===== config.mk =====
export PLATFORM = sky130hd
export DESIGN_NAME = sq_age_arbiter_flat
export DESIGN_NICKNAME = d
export VERILOG_FILES = /design/src/rtl/sq_age_arbiter_if.sv /design/src/rtl/sq_age_arbiter.sv /design/src/flat_wrapper.sv
export SDC_FILE = /design/constraint.sdc
export NUM_CORES = 1
export LEC_CHECK = 0
export CAP_MARGIN = 20
export CELL_PAD_IN_SITES_DETAIL_PLACEMENT = 1
export CELL_PAD_IN_SITES_GLOBAL_PLACEMENT = 2
export CORE_ASPECT_RATIO = 0.5
export CORE_MARGIN = 5
export CORE_UTILIZATION = 32
export DETAILED_ROUTE_END_ITERATION = 12
export MAX_ROUTING_LAYER = met4
export PLACE_DENSITY_LB_ADDON = 0.1
export SYNTH_ARGS = -nofsm -noshare
export SYNTH_HDL_FRONTEND = slang
export SYNTH_SLANG_ARGS = --single-unit

===== constraint.sdc =====
create_clock -name clock -period 4.32 [get_ports clock]
set_input_delay 0.648 -clock clock [delete_from_list [all_inputs] [get_ports clock]]
set_output_delay 0.648 -clock clock [all_outputs]
set_load 0.01 [all_outputs]

===== src/rtl/sq_age_arbiter_if.sv =====
// Store-queue age arbiter bus: request/retire/flush/memory-handshake inputs
// and the registered grant, head and issued-mask outputs.
`ifndef SQ_SIZE
`define SQ_SIZE 8
`endif

interface sq_age_arbiter_if #(
  parameter int N = `SQ_SIZE
);
  localparam int IW = $clog2(N);

  logic [N-1:0]  req;
  logic          head_adv;
  logic          flush;
  logic          mem_ready;
  logic          grant_valid;
  logic [IW-1:0] grant_idx;
  logic [N-1:0]  grant_onehot;
  logic [IW-1:0] head;
  logic [N-1:0]  issued;

  modport master (
    output req, head_adv, flush, mem_ready,
    input  grant_valid, grant_idx, grant_onehot, head, issued
  );

  modport slave (
    input  req, head_adv, flush, mem_ready,
    output grant_valid, grant_idx, grant_onehot, head, issued
  );
endinterface


===== src/rtl/sq_age_arbiter.sv =====
// Oldest-first issue arbiter for a circular store queue. Picks the eligible
// entry closest to head, holds the grant until memory accepts it, and tracks
// which entries have been issued until they retire at head.
`ifndef SQ_SIZE
`define SQ_SIZE 8
`endif

module sq_age_arbiter #(
  parameter int N = `SQ_SIZE
) (
  input logic             clock,
  input logic             reset,
  sq_age_arbiter_if.slave bus
);
  localparam int IW = $clog2(N);

  localparam logic [0:0] IDLE = 1'b0;
  localparam logic [0:0] HOLD = 1'b1;

  logic [0:0]    state_q,   state_d;
  logic [IW-1:0] gidx_q,    gidx_d;
  logic [N-1:0]  onehot_q,  onehot_d;
  logic [IW-1:0] head_q,    head_d;
  logic [N-1:0]  issued_q,  issued_d;

  logic [N-1:0]  elig;
  logic [N-1:0]  rot;
  logic [IW-1:0] src_idx;
  logic [IW-1:0] sel_off;
  logic [IW-1:0] sel_idx;
  logic [N-1:0]  sel_onehot;

  // Age-ordered selection: rotate so head sits at bit 0, take the lowest
  // set bit, then rotate the index back. Index sums wrap because N is 2^k.
  always_comb begin
    elig       = bus.req & ~issued_q;
    rot        = '0;
    src_idx    = '0;
    sel_off    = '0;
    sel_onehot = '0;
    for (int k = 0; k < N; k++) begin
      src_idx = IW'(k) + head_q;
      rot[k]  = elig[src_idx];
    end
    for (int k = N - 1; k >= 0; k--) begin
      if (rot[k]) sel_off = IW'(k);
    end
    sel_idx             = sel_off + head_q;
    sel_onehot[sel_idx] = 1'b1;
  end

  // Next-state: flush squashes everything; otherwise retire at head first
  // so that a handshake setting the same issued bit takes precedence.
  always_comb begin
    state_d  = state_q;
    gidx_d   = gidx_q;
    onehot_d = onehot_q;
    head_d   = head_q;
    issued_d = issued_q;
    if (bus.flush) begin
      state_d  = IDLE;
      onehot_d = '0;
      head_d   = '0;
      issued_d = '0;
    end else begin
      if (bus.head_adv) begin
        issued_d[head_q] = 1'b0;
        head_d           = head_q + 1'b1;
      end
      case (state_q)
        IDLE: begin
          if (elig != '0) begin
            state_d  = HOLD;
            gidx_d   = sel_idx;
            onehot_d = sel_onehot;
          end
        end
        HOLD: begin
          if (bus.mem_ready) begin
            state_d          = IDLE;
            onehot_d         = '0;
            issued_d[gidx_q] = 1'b1;
          end
        end
        default: begin
          state_d  = IDLE;
          onehot_d = '0;
        end
      endcase
    end
  end

  // State registers with asynchronous active-low reset.
  always_ff @(posedge clock or negedge reset) begin
    if (!reset) begin
      state_q  <= IDLE;
      gidx_q   <= '0;
      onehot_q <= '0;
      head_q   <= '0;
      issued_q <= '0;
    end else begin
      state_q  <= state_d;
      gidx_q   <= gidx_d;
      onehot_q <= onehot_d;
      head_q   <= head_d;
      issued_q <= issued_d;
    end
  end

  assign bus.grant_valid  = (state_q == HOLD);
  assign bus.grant_idx    = gidx_q;
  assign bus.grant_onehot = onehot_q;
  assign bus.head         = head_q;
  assign bus.issued       = issued_q;
endmodule

===== src/flat_wrapper.sv =====
// flat-port wrapper written by rule: the top's interface ports become plain ports
module sq_age_arbiter_flat 
#(
  parameter int N = `SQ_SIZE
)
  (clock, reset, bus_req, bus_head_adv, bus_flush, bus_mem_ready, bus_grant_valid, bus_grant_idx, bus_grant_onehot, bus_head, bus_issued);
  sq_age_arbiter_if #(.N(N)) bus_i ();
  input logic clock;
  input logic reset;
  input wire logic [$bits(bus_i.req)-1:0] bus_req;
  input wire logic [$bits(bus_i.head_adv)-1:0] bus_head_adv;
  input wire logic [$bits(bus_i.flush)-1:0] bus_flush;
  input wire logic [$bits(bus_i.mem_ready)-1:0] bus_mem_ready;
  output wire logic [$bits(bus_i.grant_valid)-1:0] bus_grant_valid;
  output wire logic [$bits(bus_i.grant_idx)-1:0] bus_grant_idx;
  output wire logic [$bits(bus_i.grant_onehot)-1:0] bus_grant_onehot;
  output wire logic [$bits(bus_i.head)-1:0] bus_head;
  output wire logic [$bits(bus_i.issued)-1:0] bus_issued;
  assign bus_i.req = bus_req;
  assign bus_i.head_adv = bus_head_adv;
  assign bus_i.flush = bus_flush;
  assign bus_i.mem_ready = bus_mem_ready;
  assign bus_grant_valid = bus_i.grant_valid;
  assign bus_grant_idx = bus_i.grant_idx;
  assign bus_grant_onehot = bus_i.grant_onehot;
  assign bus_head = bus_i.head;
  assign bus_issued = bus_i.issued;
  sq_age_arbiter #(.N(N)) u_core (.clock(clock), .reset(reset), .bus(bus_i));
endmodule

# Word-level counts from Yosys, hierarchy flattened
# Index checks and enable logic that the tools add are counted.
[word_totals]
reg_bits = 23
in_bits = 13
elab_cells = 87
[classes]
add_sub_neg = 8
magnitude_cmp = 13
eq_ne = 2
mux = 45
bitwise = 7
n_reduce_logical = 7
[ops]
columns = ["operator", "count"]
rows = [
  ["$mux W8", 8],
  ["$lt A3 B4 Y1 const B", 10],
  ["$mux W3", 10],
  ["$bmux W1 S3", 8],
  ["$and A8 B8 Y8", 2],
  ["$not A8 Y8", 2],
  ["$pmux W8 S2", 1],
  ["$mux W1", 14],
  ["$add A3 B3 Y3 const A", 4],
  ["$demux W1 S3", 3],
  ["$ge A3 B1 Y1 const B", 3],
  ["$or A8 B8 Y8", 1],
  ["$reduce_bool A8 Y1", 1],
  ["$add A2 B3 Y3 const A", 2],
  ["$add A1 B3 Y3 const A", 1],
  ["$add A3 B3 Y3", 1],
  ["$logic_and A1 B1 Y1", 3],
  ["$ne A3 B2 Y1 const B", 1],
  ["$ne A3 B3 Y1 const B", 1],
  ["$reduce_and A3 Y1", 1],
  ["$not A1 Y1", 2],
  ["$pmux W1 S2", 1],
  ["$reduce_and A2 Y1", 1],
  ["$reduce_bool A2 Y1", 1],
]

# Longest topological paths before layout
# Gate-level depths: netlist of the first run.
[depth]
ltp_word = 20
mapped_depth = 16
ltp_nobuf = 15

# Worst setup path before layout of the first run
# No wires, ideal clock.
[synth_path]
path_kind = "flip-flop to flip-flop"
start = "register u_core.head_q[0], in the netlist u_core.bus.head[0]"
end = "register u_core.onehot_q[5], in the netlist u_core.bus.grant_onehot[5]"
t_arrival_ps = 3524
required_ps = 4250
slack_ps = 725
path_stages_with_launch = 17
n_path_buf = 1
cell_sequence = "dfrtp_1 buf_6 clkinv_8 ha_1 xnor2_1 mux4_1 o21ai_0 a21oi_1 o21ai_0 ha_1 inv_1 fa_1 xor2_1 nand2_1 nor3_1 nand3_1 nand3_1"
[synth_between]
elab_chain_cells = 19
elab_cells_between_ends = 40
[synth_lines]
columns = ["element", "line", "text"]
rows = [
  ["start: declaration", "sq_age_arbiter.sv:23", "logic [IW-1:0] head_q, head_d;"],
  ["start signal: assignment", "sq_age_arbiter.sv:99", "head_q <= '0;"],
  ["start signal: assignment", "sq_age_arbiter.sv:105", "head_q <= head_d;"],
  ["$add A3 B3 Y3", "sq_age_arbiter.sv:42", "src_idx = IW'(k) + head_q;"],
  ["$bmux W1 S3", "sq_age_arbiter.sv:43", "rot[k] = elig[src_idx];"],
  ["$mux W1 (implied by the code)", "sq_age_arbiter.sv:43", ""],
  ["$mux W3 (8 in a row)", "sq_age_arbiter.sv:46", "if (rot[k]) sel_off = IW'(k);"],
  ["$add A3 B3 Y3 *", "sq_age_arbiter.sv:48", "sel_idx = sel_off + head_q;"],
  ["$lt A3 B4 Y1 (implied by the code) / $ge A3 B1 Y1 (equally long branches)", "sq_age_arbiter.sv:49", "sel_onehot[sel_idx] = 1'b1;"],
  ["$logic_and A1 B1 Y1 (implied by the code)", "sq_age_arbiter.sv:49", ""],
  ["$mux W1 (implied by the code)", "sq_age_arbiter.sv:49", ""],
  ["$demux W1 S3 *", "-", ""],
  ["$mux W8 *", "sq_age_arbiter.sv:72", "if (elig != '0) begin"],
  ["$pmux W8 S2 *", "sq_age_arbiter.sv:70", "case (state_q)"],
  ["$mux W8 *", "sq_age_arbiter.sv:60", "if (bus.flush) begin"],
  ["end signal: assignment", "sq_age_arbiter.sv:104", "onehot_q <= onehot_d;"],
  ["end: declaration", "sq_age_arbiter.sv:22", "logic [N-1:0] onehot_q, onehot_d;"],
]
# Mark *: on every way between the ends. The rest lies on a longest branch, timed or not. The select of a mux whose other input is x is not followed.
# A chain may end at the register's enable or synchronous reset.

# Final worst setup path of the first run
[layout_path]
start = "input port bus_req[3]"
end = "register u_core.onehot_q[4], in the netlist u_core.bus.grant_onehot[4]"
[layout_between]
elab_chain_cells = 19
elab_cells_between_ends = 37
[layout_lines]
columns = ["element", "line", "text"]
rows = [
  ["start: declaration", "flat_wrapper.sv:10", "input wire logic [$bits(bus_i.req)-1:0] bus_req;"],
  ["$and A8 B8 Y8 *", "sq_age_arbiter.sv:36", "elig = bus.req & ~issued_q;"],
  ["$bmux W1 S3", "sq_age_arbiter.sv:43", ""],
  ["$mux W1 (implied by the code)", "sq_age_arbiter.sv:43", ""],
  ["$mux W3 (8 in a row)", "sq_age_arbiter.sv:46", ""],
  ["$add A3 B3 Y3", "sq_age_arbiter.sv:48", ""],
  ["$lt A3 B4 Y1 (implied by the code) / $ge A3 B1 Y1 (equally long branches)", "sq_age_arbiter.sv:49", ""],
  ["$logic_and A1 B1 Y1 (implied by the code)", "sq_age_arbiter.sv:49", ""],
  ["$mux W1 (implied by the code)", "sq_age_arbiter.sv:49", ""],
  ["$demux W1 S3", "-", ""],
  ["$mux W8", "sq_age_arbiter.sv:72", ""],
  ["$pmux W8 S2", "sq_age_arbiter.sv:70", ""],
  ["$mux W8", "sq_age_arbiter.sv:60", ""],
]
# Marked as above.

==> results of run 1 <==
[routing by layer]
metal / wire [um] / track usage / part of all wire
met1: 2880 / 0.217 / 0.52
met3: 245 / 0.0432 / 0.044
met4: 27 / 0.0172 / 0.0048
met2: 2410 / 0.242 / 0.43
met5: 0 / - / 0
[tightest hold or removal path, delay by kind of cell (launching register included)]
family	cells	cell delay, ps
flip-flops	1	340
AND/OR/NAND/NOR	2	110
[metrics by stage]
stage / total power [W] / instance area, um2 / util
after global routing: 0.000887 / 2390 / 0.428
final: 0.000827 / 2390 / 0.428
after floorplan: 0.000487 / 1880 / -
after detailed placement: 0.000623 / 2310 / 0.414
after CTS: 0.000843 / 2390 / 0.428
after global placement: 0.000612 / 2310 / 0.414
[flip-flops by register name, indices dropped and copies added (netlist names)]
name,cells
u_core.bus.grant_idx,3
u_core.bus.grant_onehot,8
u_core.bus.grant_valid,1
u_core.bus.head,3
u_core.bus.issued,8
[final cells by class]
cell class	instances	area [um2]	area share
Inverter	5	31.3	0.0131
Clock inverter	1	5.00	0.00209
Timing Repair Buffer	42	403	0.168
Sequential cell	23	576	0.241
Tap cell	73	91.3	0.0382
Clock buffer	3	75.1	0.0314
Multi-Input combinational cell	162	1210	0.506
[power by group through the flow]
| stage | clock network, W | registers [W] | logic (W) |
|---|---|---|---|
| after CTS | 0.000223 | 0.000279 | 0.000341 |
| final | 0.000213 | 0.000278 | 0.000336 |
| after detailed placement | 0 | 0.000283 | 0.000340 |
| after global placement | 0 | 0.000281 | 0.000330 |
| after floorplan | 0 | 0.000283 | 0.000204 |
| after global routing | 0.000230 | 0.000284 | 0.000373 |
[cell families (layout without fill, tap and decap cells)]
group                      count (synthesis)  in the layout
and+or+nand+nor                           91             91
AOI/OAI and AO/OA                         31             31
muxes                                     26             26
DFF                                       23             23
buffers and inverters                     14             51
adders and majority gates                  8              8
xor gates and xnor gates                   6              6
[how the worst max path moves through the flow]
stage	slack [ps]	depth (start not counted)	to
after floorplan	730	16	u_core.bus.grant_onehot[5]$_DFFE_PN0P_
after global placement	170	15	u_core.bus.grant_onehot[3]$_DFFE_PN0P_
after detailed placement	160	14	u_core.bus.grant_onehot[4]$_DFFE_PN0P_
after CTS	430	14	u_core.bus.grant_onehot[4]$_DFFE_PN0P_
after global routing	90	15	u_core.bus.grant_onehot[3]$_DFFE_PN0P_
final	460	14	u_core.bus.grant_onehot[4]$_DFFE_PN0P_
[cells in the final DEF, fill, tap and decap left out, drive strengths merged, types with 2 or more instances in the layout]
master	n
clkdlybuf4s50	35
dfrtp	23
nand3	22
nand2	19
o21ai	17
mux2i	15
nand2b	12
nor2b	10
nor2	9
a21oi	8
mux4	8
ha	7
buf	7
nor3	6
inv	4
xnor2	4
nand4	4
nor4	4
mux2	3
clkbuf	3
xor2	2
clkinv	2
==> impl_results.rst, run 1 <==
.. list-table::
   :header-rows: 1

   * - Metric
     - Value
   * - Cell type with the highest aggregate area in the netlist
     - sky130_fd_sc_hd__dfrtp_1
   * - Final Hold Vio Count
     - 0
   * - Required time worst endpoint
     - 4530 ps
   * - Minimum setup slack among reg-to-reg paths
     - 530 ps
   * - Synthesized area divided by synthesized cell count
     - 9.42 um2
   * - Proportion of layout cells with a drive suffix above 1
     - 0.106
   * - Crit Reg-Reg Endpoint
     - u_core.bus.grant_onehot[4]$_DFFE_PN0P_
   * - Maximum number of buffers from clock root to sink
     - 2
   * - Detailed-routing iteration count for the pre-antenna-repair pass
     - 4
   * - Post-synth top flop
     - sky130_fd_sc_hd__dfrtp_1
   * - Leakage power of the design
     - 0.978 nW
   * - End point of the most critical hold path
     - u_core.bus.grant_onehot[2]$_DFFE_PN0P_
   * - Die W
     - 118 um
   * - Detailed Place HPWL
     - 4330 um
   * - Post-synthesis share of cell area spent on xor and xnor gates
     - 0.0280
   * - Crit path time final
     - 3860 ps
   * - Register-to-Register Path Depth
     - 13
   * - CTS tree
     - built
   * - Switching power as a share of total power
     - 0.365
   * - Max-slew violation count
     - 0
   * - Gate count of the mapped netlist
     - 199
   * - Post-Route Hold Slack
     - 482 ps
   * - Initial antenna violation count
     - 0
   * - Max-Slew Margin vs Limit
     - 0.433
   * - Number of setup buffers added after CTS
     - 0
   * - Slowest CP cell
     - sky130_fd_sc_hd__fa_1
   * - Dominant combinational cell family by area after synthesis
     - simple AND/OR/NAND/NOR gates
   * - Cell-internal power
     - 0.000525 W
   * - Aggregate global routing overflow
     - 0
   * - Clock net sink count
     - 23
   * - Fin nets
     - 258
   * - Vias in the first global route
     - 1724
   * - RSZ-0062 raised after global routing
     - no
   * - Share of the clock period used by the worst path after layout
     - 0.894
   * - Adder-Cell Fraction of Synth Area
     - 0.0574
   * - Proportion of synthesized flip-flops having asynchronous set or reset
     - 1.00
   * - Delay-heaviest family, CP
     - multiplexers
   * - Source-to-sink clock delay at the later pin of the worst-skew pair
     - 270 ps
   * - Setup_tns
     - 0 ps
   * - Post-CTS sizing
     - 0
   * - Initial DRC count
     - 65
   * - H-tree level count
     - 1
   * - Count of yosys warnings during synthesis
     - 0
   * - Post-Route Skew
     - 7.43 ps
   * - Data arrival at the endpoint of the critical path
     - 4070 ps
   * - Number of register bits inferred by synthesis
     - 23
   * - FF-to-FF Start
     - u_core.bus.head[0]$_DFFE_PN0P_
   * - Area added between synthesis and finish
     - 27.6%
   * - Wire per inst
     - 18.0 um
   * - Post-route setup slack
     - 460 ps
   * - Leading post-synthesis cells by cell area
     - sky130_fd_sc_hd__dfrtp_1, sky130_fd_sc_hd__mux2i_1, sky130_fd_sc_hd__mux4_2
   * - Source of the worst hold timing path
     - u_core.bus.grant_onehot[2]$_DFFE_PN0P_
   * - Vias after detailed routing
     - 1648
   * - Kind of start point of the critical path
     - input port
   * - Maximum VDD drop
     - 121 uV
   * - Number of rows in the core area
     - 19
   * - Netlist area before placement
     - 1880 um2
   * - Unique cell type count in the Yosys netlist
     - 39
   * - Vert. Die Dim
     - 64.1 um
   * - Sequential-to-total area share from yosys stat
     - 0.307
   * - Leading cell type by number of instances after synthesis
     - sky130_fd_sc_hd__dfrtp_1
   * - Peak Freq
     - 259 MHz
   * - Standard cell core area
     - 5590 um2
   * - Area fraction in and, or, nand and nor cells after synthesis
     - 0.264
   * - Final-layout fill cell count
     - 646
   * - Placed Instances
     - 305
   * - Synth Net Count
     - 220
   * - Combinational cell fraction of total power
     - 0.407
   * - Share of the synthesized area in compound gates (AO/OA/AOI/OAI)
     - 0.0967
   * - Least-Margin Pin Slew
     - 848 ps
   * - Total wire length
     - 5570 um
   * - Switching power
     - 0.000302 W
   * - Placer's final routability congestion estimate
     - 0.887
   * - CTS Buf Count
     - 3
   * - Starting density of the core
     - 0.336
   * - Element type at the critical path end
     - flip-flop
   * - Largest net degree at the start of global routing
     - 24
   * - Overall fraction of global-route tracks in use
     - 0.158
   * - Count of buffers inserted at the top-level ports
     - 35
   * - Critical Path Max Stage Delay
     - 590 ps
   * - Worst-path fanout max
     - 6
   * - DR vias/cell
     - 5.33
   * - Commonest cells post-synth
     - sky130_fd_sc_hd__dfrtp_1, sky130_fd_sc_hd__nand3_1, sky130_fd_sc_hd__nand2_1
   * - Max-cap violations
     - 0
   * - Ports placed on the boundary
     - 36
   * - Fraction of synthesized cell area taken by the top area cell type
     - 0.307
   * - Share of power burned in registers
     - 0.336
   * - Post-synth EDFFs
     - 0
   * - Final setup violation count
     - 0
   * - Hold-critical path depth
     - 2
   * - Path type of the worst setup path
     - in2reg
   * - Root cell of the clock tree
     - sky130_fd_sc_hd__clkbuf_16
   * - Multiplexer share of the synthesized area
     - 0.200
   * - Power density cells
     - 346 nW/um2
   * - Antenna Violating Nets Remaining
     - 0
   * - Worst min-delay path category
     - reg2reg
   * - Setup slack after placement
     - 156 ps
   * - Antenna Cells
     - 0
   * - Bufs and invs on worst path
     - 3
   * - Outcome
     - completed
   * - Post-CTS Hold Buffers
     - 0
   * - Critical path startpoint
     - bus_req[3]
   * - Proportion of power drawn by the clock network
     - 0.258
   * - Number of design rule violations left after detail routing
     - 0
   * - CP cell instances
     - clkdlybuf4s50_1 -> nand2b_1 -> mux2_2 -> mux4_1 -> o21ai_0 -> a21oi_1 -> o21ai_0 -> ha_1 -> inv_1 -> fa_1 -> inv_1 -> nor4_1 -> nand3_1 -> nand3_1
   * - Clock transition at the register clock pins on the worst setup and hold paths after CTS
     - 70 ps
   * - Non-Filler Instances
     - 309
   * - Global-route wire length before repair
     - 9230 um
   * - Die Footprint
     - 7590 um2
Power figures use the tool's default switching activity.
==> run 2, diff against run 1 <==
--- a/config.mk
+++ b/config.mk
@@ -5,7 +5,7 @@
 export SDC_FILE = /design/constraint.sdc
 export NUM_CORES = 1
 export LEC_CHECK = 0
-export CAP_MARGIN = 20
+export CAP_MARGIN = 0
 export CELL_PAD_IN_SITES_DETAIL_PLACEMENT = 1
 export CELL_PAD_IN_SITES_GLOBAL_PLACEMENT = 2
 export CORE_ASPECT_RATIO = 0.5
==> results of run 2 <==
No change in the layout: final DEF, timing and power equal those of run 1.
==> run 3, diff against run 2 <==
--- a/config.mk
+++ b/config.mk
@@ -5,7 +5,7 @@
 export SDC_FILE = /design/constraint.sdc
 export NUM_CORES = 1
 export LEC_CHECK = 0
-export CAP_MARGIN = 0
+export CAP_MARGIN = 20
 export CELL_PAD_IN_SITES_DETAIL_PLACEMENT = 1
 export CELL_PAD_IN_SITES_GLOBAL_PLACEMENT = 2
 export CORE_ASPECT_RATIO = 0.5
==> results of run 3 <==
No change in the layout: final DEF, timing and power equal those of run 1.
